[src/rtl/video_modulator_subcarrier_gen.sv]
// video_modulator_subcarrier_gen
// Colour subcarrier generator: a free-running 24-bit phase accumulator drives a
// 64-entry quarter-wave sine ROM, producing |sin| / |cos| magnitudes plus sign
// bits for a downstream unsigned multiplier. A per-line FSM opens the colour
// burst window (180 deg burst phase) and the active-video chroma window.
// Two-stage pipeline: phase -> ROM address/sign register -> output register.
// Optional build macro: VIDEO_MODULATOR_PAL_SWITCH_EN adds a line-parity flop
// that inverts cos_neg on odd lines (PAL V-axis switch).
module video_modulator_subcarrier_gen #(
    parameter logic [23:0] PHASE_INC   = 24'd2402192,
    parameter logic [9:0]  BURST_START = 10'd76,
    parameter logic [9:0]  BURST_LEN   = 10'd63
) (
    input  logic       clk,
    input  logic       rst_n,
    input  logic       color_en,
    input  logic       line_start,
    input  logic       active,
    output logic [7:0] sin_mag_8,
    output logic [7:0] cos_mag_8,
    output logic       sin_neg,
    output logic       cos_neg,
    output logic       burst,
    output logic       chroma_valid
);

    // Last line-counter value spent in BURST; the counter runs from line_start.
    localparam logic [9:0] BURST_LAST = BURST_START + BURST_LEN - 10'd1;
    localparam logic [9:0] CNT_MAX    = 10'd1023;

    // Quarter-wave table: round(255*sin((i+0.5)*pi/128)), i = 0..63.
    localparam logic [7:0] SINE_ROM [0:63] = '{
        8'd3,   8'd9,   8'd16,  8'd22,  8'd28,  8'd34,  8'd41,  8'd47,
        8'd53,  8'd59,  8'd65,  8'd71,  8'd77,  8'd83,  8'd89,  8'd95,
        8'd100, 8'd106, 8'd112, 8'd117, 8'd123, 8'd128, 8'd134, 8'd139,
        8'd144, 8'd149, 8'd154, 8'd159, 8'd164, 8'd169, 8'd174, 8'd178,
        8'd183, 8'd187, 8'd191, 8'd195, 8'd199, 8'd203, 8'd207, 8'd210,
        8'd214, 8'd217, 8'd220, 8'd223, 8'd226, 8'd229, 8'd232, 8'd234,
        8'd237, 8'd239, 8'd241, 8'd243, 8'd245, 8'd247, 8'd248, 8'd249,
        8'd251, 8'd252, 8'd253, 8'd253, 8'd254, 8'd255, 8'd255, 8'd255
    };

    typedef enum logic [2:0] {
        IDLE       = 3'd0,
        PRE_BURST  = 3'd1,
        BURST      = 3'd2,
        POST_BURST = 3'd3,
        ACTIVE     = 3'd4
    } line_state_t;

    line_state_t state_reg, state_next;
    logic [9:0]  cnt_reg;
    logic [23:0] phase_reg;

    // FSM decoded windows (already qualified by color_en)
    logic burst_on;
    logic chroma_on;
    logic mag_on;

    // Stage-1 combinational inputs
    logic [1:0] quad;
    logic [5:0] rom_idx;
    logic [5:0] sin_idx_next;
    logic [5:0] cos_idx_next;
    logic       sin_neg_next;
    logic       cos_neg_next;
    logic       pal_flip;

    // Stage-1 registers (ROM address / sign)
    logic [5:0] sin_idx_reg;
    logic [5:0] cos_idx_reg;
    logic       sin_neg_s1_reg;
    logic       cos_neg_s1_reg;
    logic       burst_s1_reg;
    logic       chroma_s1_reg;
    logic       mag_on_s1_reg;

    // Stage-2 registers (outputs)
    logic [7:0] sin_mag_reg;
    logic [7:0] cos_mag_reg;
    logic       sin_neg_reg;
    logic       cos_neg_reg;
    logic       burst_reg;
    logic       chroma_valid_reg;

    // Phase accumulator: free-running, wraps modulo 2^24
    always_ff @(posedge clk or negedge rst_n) begin
        if (!rst_n) phase_reg <= '0;
        else        phase_reg <= phase_reg + PHASE_INC;
    end

    // Line counter: cleared by line_start, counts while a line is in progress, saturates
    always_ff @(posedge clk or negedge rst_n) begin
        if (!rst_n)                                      cnt_reg <= '0;
        else if (line_start)                             cnt_reg <= '0;
        else if (state_reg != IDLE && cnt_reg != CNT_MAX) cnt_reg <= cnt_reg + 10'd1;
    end

    // FSM state register
    always_ff @(posedge clk or negedge rst_n) begin
        if (!rst_n) state_reg <= IDLE;
        else        state_reg <= state_next;
    end

    // FSM next-state: line_start wins over every other condition
    always_comb begin
        state_next = state_reg;
        if (line_start) begin
            state_next = PRE_BURST;
        end else begin
            unique case (state_reg)
                PRE_BURST:  if (cnt_reg == BURST_START - 10'd1) state_next = BURST;
                BURST:      if (cnt_reg == BURST_LAST)          state_next = POST_BURST;
                POST_BURST: if (active)                         state_next = ACTIVE;
                ACTIVE:     if (!active)                        state_next = IDLE;
                default:                                        state_next = state_reg;
            endcase
        end
    end

    // FSM outputs: burst / chroma windows, both gated by color_en
    always_comb begin
        burst_on  = 1'b0;
        chroma_on = 1'b0;
        if (color_en) begin
            burst_on  = (state_reg == BURST);
            chroma_on = (state_reg == ACTIVE);
        end
        mag_on = burst_on | chroma_on;
    end

`ifdef VIDEO_MODULATOR_PAL_SWITCH_EN
    logic parity_reg;

    // Line parity: toggles on every line_start, odd lines flip the cos sign
    always_ff @(posedge clk or negedge rst_n) begin
        if (!rst_n)          parity_reg <= 1'b0;
        else if (line_start) parity_reg <= ~parity_reg;
    end

    assign pal_flip = parity_reg;
`else
    assign pal_flip = 1'b0;
`endif

    assign quad    = phase_reg[23:22];
    assign rom_idx = phase_reg[21:16];

    // Quadrant folding: mirror the index in odd quadrants, cos uses the complement.
    // Burst carries 180 deg phase, so both signs are inverted there.
    always_comb begin
        sin_idx_next = quad[0] ? ~rom_idx : rom_idx;
        cos_idx_next = ~sin_idx_next;
        sin_neg_next = mag_on & (quad[1] ^ burst_on);
        cos_neg_next = mag_on & (quad[1] ^ quad[0] ^ burst_on ^ pal_flip);
    end

    // Stage 1: ROM address and sign register, window flags travel alongside
    always_ff @(posedge clk or negedge rst_n) begin
        if (!rst_n) begin
            sin_idx_reg    <= '0;
            cos_idx_reg    <= '0;
            sin_neg_s1_reg <= 1'b0;
            cos_neg_s1_reg <= 1'b0;
            burst_s1_reg   <= 1'b0;
            chroma_s1_reg  <= 1'b0;
            mag_on_s1_reg  <= 1'b0;
        end else begin
            sin_idx_reg    <= sin_idx_next;
            cos_idx_reg    <= cos_idx_next;
            sin_neg_s1_reg <= sin_neg_next;
            cos_neg_s1_reg <= cos_neg_next;
            burst_s1_reg   <= burst_on;
            chroma_s1_reg  <= chroma_on;
            mag_on_s1_reg  <= mag_on;
        end
    end

    // Stage 2: registered ROM read; magnitudes forced to 0 outside the windows
    always_ff @(posedge clk or negedge rst_n) begin
        if (!rst_n) begin
            sin_mag_reg      <= '0;
            cos_mag_reg      <= '0;
            sin_neg_reg      <= 1'b0;
            cos_neg_reg      <= 1'b0;
            burst_reg        <= 1'b0;
            chroma_valid_reg <= 1'b0;
        end else begin
            sin_mag_reg      <= mag_on_s1_reg ? SINE_ROM[sin_idx_reg] : 8'd0;
            cos_mag_reg      <= mag_on_s1_reg ? SINE_ROM[cos_idx_reg] : 8'd0;
            sin_neg_reg      <= sin_neg_s1_reg;
            cos_neg_reg      <= cos_neg_s1_reg;
            burst_reg        <= burst_s1_reg;
            chroma_valid_reg <= chroma_s1_reg;
        end
    end

    assign sin_mag_8    = sin_mag_reg;
    assign cos_mag_8    = cos_mag_reg;
    assign sin_neg      = sin_neg_reg;
    assign cos_neg      = cos_neg_reg;
    assign burst        = burst_reg;
    assign chroma_valid = chroma_valid_reg;

endmodule

[config.mk]
export PLATFORM = sky130hd
export DESIGN_NAME = video_modulator_subcarrier_gen
export DESIGN_NICKNAME = d
export VERILOG_FILES = /design/src/rtl/video_modulator_subcarrier_gen.sv
export SDC_FILE = /design/constraint.sdc
export NUM_CORES = 1
export LEC_CHECK = 0
export BUFFER_PORTS_ARGS = -buffer_cell sky130_fd_sc_hd__clkbuf_2
export CAP_MARGIN = 20
export CORE_MARGIN = 3
export CORE_UTILIZATION = 65
export DETAILED_ROUTE_END_ITERATION = 16
export PLACE_DENSITY = 0.9
export REMOVE_ABC_BUFFERS = 1
export SYNTH_ARGS = -nofsm -noshare
export SYNTH_HDL_FRONTEND = slang
export SYNTH_SLANG_ARGS = --single-unit
[constraint.sdc]
create_clock -name clk -period 3.8 [get_ports clk]
set_clock_uncertainty 0.15 [all_clocks]
set_input_delay 0.57 -clock clk [delete_from_list [all_inputs] [get_ports clk]]
set_output_delay 0.57 -clock clk [all_outputs]
set_load 0.01 [all_outputs]
# After elaboration in Yosys (flattened, before gate mapping)
# Memory sizes are Yosys's and may differ from the RTL's.
# Index checks and enable logic that the tools add are counted.
dict set report word_totals {
  mem_count 2
  mem_bits_ro 1024
  regBits 74
  wordCells 65
}
dict set report classes {
  n_addsub 2
  mux 17
  magnitude_cmp 2
  reduce_logical 5
  n_bitwise 10
  n_eq_ne 11
}
# memory depth width read_ports rd_clocked_by_memory_dff write_ports line
set mem_list {}
lappend mem_list {{(no name shown)} 64 8 1 0 0 190} ;# cos_mag_reg <= mag_on_s1_reg ? SINE_ROM[cos_idx_reg] : 8'd0;
lappend mem_list {{(no name shown)} 64 8 1 0 0 189} ;# sin_mag_reg <= mag_on_s1_reg ? SINE_ROM[sin_idx_reg] : 8'd0;
# operator count
set op_table {}
lappend op_table {{$mux W8} 6}
lappend op_table {{$add A24 B22 Y24 const B} 1}
lappend op_table {{$mux W10} 2}
lappend op_table {{$mux W3} 5}
lappend op_table {{$ge A7 B7 Y1 const B} 2}
lappend op_table {{$not A6 Y7} 2}
lappend op_table {{$ne A3 B3 Y1 const B} 4}
lappend op_table {{$not A6 Y6} 2}
lappend op_table {{$pmux W3 S4} 1}
lappend op_table {{$add A10 B1 Y10 const B} 1}
lappend op_table {{$eq A10 B7 Y1 const B} 1}
lappend op_table {{$eq A10 B8 Y1 const B} 1}
lappend op_table {{$ne A10 B10 Y1 const B} 1}
lappend op_table {{$eq A3 B2 Y1 const B} 2}
lappend op_table {{$mux W6} 1}
lappend op_table {{$reduce_and A5 Y1} 1}
lappend op_table {{$reduce_bool A5 Y1} 1}
lappend op_table {{$eq A3 B1 Y1 const B} 1}
lappend op_table {{$eq A3 B3 Y1 const B} 1}
lappend op_table {{$reduce_bool A3 Y1} 1}
lappend op_table {{$xor A1 B1 Y1} 3}
lappend op_table {{$and A1 B1 Y1} 2}
lappend op_table {{$mux W1} 2}
lappend op_table {{$reduce_bool A2 Y1} 1}
lappend op_table {{2 further kinds} 2}

# Longest topological paths before layout
dict set report logic_depth {
  word_depth 5
  mapped_depth 8
  ltp_nobuf 6
}

# Worst setup path after synthesis
# Ideal clock, no wire load.
dict set report synth_path {
  kind {reg2reg}
  start {reg sin_idx_reg[0]}
  end {reg sin_mag_reg[0] (netlist: sin_mag_8[0])}
  setup_slack_ns 1.755
  arrival_ns 1.774
  setup_time_ns 0.120
  path_stages_with_launch 7
  path_buffers 0
  cell_sequence {dfrtp_1 > inv_1 > ha_1 > inv_2 > mux4_2 > a211o_1 > o211a_1}
}
dict set report synth_via {
  elab_chain_len 5
}
# item line
set synth_lines {}
lappend synth_lines {{start, declared} 70} ;# logic [5:0] sin_idx_reg;
lappend synth_lines {{start signal, assigned} 169} ;# sin_idx_reg <= sin_idx_next;
lappend synth_lines {{$not A6 Y7 (not written as such)} 189}
lappend synth_lines {{$mem_v2 Z64 W8} n/a}
lappend synth_lines {{$mux W8 (not written as such) (2 in a row)} 189}
lappend synth_lines {{$mux W8} 189}
lappend synth_lines {{end signal, assigned} 189}
lappend synth_lines {{end, declared} 79} ;# logic [7:0] sin_mag_reg;
# No other way between the ends. The select of a mux whose other input is x is not followed.
# A chain may end at the register's enable or synchronous reset.

# Worst setup path after layout
dict set report layout_path {
  start {reg cos_idx_reg[2]}
  end {reg cos_mag_reg[3] (netlist: cos_mag_8[3])}
}
dict set report layout_via {
  elab_chain_len 5
}
# item line
set layout_lines {}
lappend layout_lines {{start, declared} 71} ;# logic [5:0] cos_idx_reg;
lappend layout_lines {{start signal, assigned} 170} ;# cos_idx_reg <= cos_idx_next;
lappend layout_lines {{$not A6 Y7 (not written as such)} 190}
lappend layout_lines {{$mem_v2 Z64 W8} n/a}
lappend layout_lines {{$mux W8 (not written as such) (2 in a row)} 190}
lappend layout_lines {{$mux W8} 190}
lappend layout_lines {{end signal, assigned} 190}
lappend layout_lines {{end, declared} 80} ;# logic [7:0] cos_mag_reg;
# No other way between the ends. The select of a mux whose other input is x is not followed.

==> metrics <==
run status completed; Reg clk slew, reported paths 0.08 ns; Net Switching between 0.2 and 0.3 mW; Layout Nets 463; clock share of power 42.5%; vias per inst 6.20; largest net degree at the start of global routing between 40 and 50; CTS root buf clkbuf_8; drt pass-1 iters 5; dpl cells 501; post-synthesis instance area approximately 4200 µm²; Crit. End Element register; TNS Setup 0 ns; CTS tree built; Die W 86.0 µm; Post-CTS Hold Fix Bufs 0; WS Path Type reg2reg; synth top area cells dfrtp_1 (42%), ha_1 (6.3%), xnor2_1 (3.2%); synthesized flop and latch total 70; DRC marker count from the first detailed-route iteration 190; Clock Path Buffers 2; sequential power share 55.3%; internal power 1.06 mW; Cells after Synth 429; Total GRT Usage 23.8%; Peak supply drop 0.312 mV; Clk Latency, worst-skew pair roughly 0.34 ns; Num CTS Buffers 9; crit path time final 2.32 ns; Vias 3203; share of the yosys chip area belonging to registers 42.1%; crit-path cells inv_1 -> ha_1 -> inv_1 -> o21ai_0 -> o311ai_0 -> o211a_1; Max Slew Vio Count 0; DP Area 4250 µm²; die area 7400 µm²; most common library cells after synthesis dfrtp_1 (70), nand2_1 (31), nor2_1 (29); n_diodes 0; final wirelength between 8000 and 9000 µm; largest area contributor in the netlist dfrtp_1; fin crit share 61.1%; crit path launch type register; Hold Fails Final Rpt 0; post-synthesis async set-or-reset flop share 100%; DR WL/cell 15.8 µm; Rows 28; Post-CTS Setup Inserts 0; initial antenna violation count 0; combinational share of power 2.2%; GPL Wtd Cong 0.871; Leak 2.11 nW; post-route ant nets 0; CP dominant cell by count inv_1; post-route cell area 4440 µm²; post-synth top area share 42.1%; HP Class in2async; layout cell share with drive strength beyond 1 12.9%; number of I/O port buffers 24; CP peak stage delay approximately 0.91 ns; relative slew slack slightly below 40%; Max-cap violations 0; max reg flops 20; synthesis-to-finish area growth 6.55%; critical path's slowest cell dfrtp_1; DP HPWL about 5500 µm; critical path fanouts, max 31; Post-CTS Resized 0; global route overflow 0; Avg Cell Area, Syn 9.71 µm²; Worst Max-Slew Pin Slew 0.923 ns; clk sink count 70; Non-Filler Instances 517; data arrival time of the worst path 2.40 ns; critical path required time 3.88 ns; Yosys warning count 0; first-pass GRT wire length 14100 µm; Post-Route Utilization 73.2%; Vert. Die Dim 86.0 µm; post-synth cell types 71; top_reg_cell synth dfrtp_1; core area ~6100 µm²; initial core utilization 68.7%; FMAX 431 MHz; cell with the most instances after synthesis dfrtp_1; Final setup viols 0; Post-synth EDFFs 0; RSZ-0062 raised after global routing false; Max H-tree Level 3; PD cells 306 nW/µm²; DRC 0; Sw Ratio between 20% and 30%; IO Pins 25; number of global-route vias before repair a little over 3000
-- worst max-delay path: cells and delay by family, from the launching register on --
kind            cells  cell delay [ns]
flops               1             0.91
compound gates      3             0.63
fa+ha+maj           1             0.32
buf+inv             2             0.21
-- through the flow --
step | setup WS (ns) | total power, mW | hold WS [ns]
final | 1.48 | 1.36 | 0.213
after global routing | 1.33 | 1.41 | 0.233
after CTS | 1.53 | 1.37 | 0.218
after detailed placement | 1.54 | 0.797 | 0.198
after global placement | 1.60 | 0.796 | 0.195
after floorplan | 1.76 | 0.774 | 0.124
-- cell usage in the layout (no fill, tap or decap), drive strengths merged, types with 6 or more instances in the layout --
cell type  synthesis  final
nand2             31     31
o311ai             6      6
nor2              29     29
dfrtp             70     70
nand2b             6      6
o211a              9      9
a21oi             26     26
inv               27     28
o21ai             17     17
nand3             11     11
xor2              13     13
a211oi            11     11
ha                21     21
xnor2             15     15
nor3               6      6
clkbuf            12     34
nor2b             14     14
-- per-layer routing --
metal	track usage (%)	part of all wire, %	up-vias
met5	0	0	-
met4	6.33	1.7	0
met3	5.67	4.2	15
met2	41.2	52	94
met1	29.8	42	1543
li1	-	-	1551
-- path summary, 6_finish.rpt --
check	cells past startpoint	slack, ns	end	start
hold / removal	1	0.21	chroma_valid	rst_n
min in group clk	0	0.21	sin_neg	sin_neg_s1_reg
hold reg to reg	0	0.21	sin_neg	sin_neg_s1_reg
setup / recovery	6	1.48	cos_mag_8[3]	cos_idx_reg[2]
max in group asynchronous	2	2.54	phase_reg[5]	rst_n
setup reg to reg	6	1.48	cos_mag_8[3]	cos_idx_reg[2]
-- cell type report --
class,instances,area [µm²]
fillers,408,1620
inverters,28,105
well taps,75,93.8
flip-flops and latches,70,1750
clock buffers,11,131
multi-input cells,302,2160
clock inverters,5,58.8
repair buffers,26,135
-- cell families after synthesis --
logic type               Yosys count  synth area share [%]
buffers and inverters             57                  6.04
adder cells (fa/ha/maj)           21                  6.31
XOR/XNOR                          28                  5.89
AND/OR/NAND/NOR                  124                  15.2
multiplexers                      11                  3.64
flip-flops                        70                  42.1
AO/OA/AOI/OAI                    118                  20.9
-- power by group through the flow --
stage               clock (mW)  sequential [mW]  combinational [mW]
floorplan                    0            0.765             0.00931
global placement             0            0.765              0.0307
detailed placement           0            0.765              0.0312
CTS                      0.592            0.751              0.0316
global route             0.621            0.751              0.0360
finish                   0.577            0.751              0.0305
(Power assumes the default switching activity.)
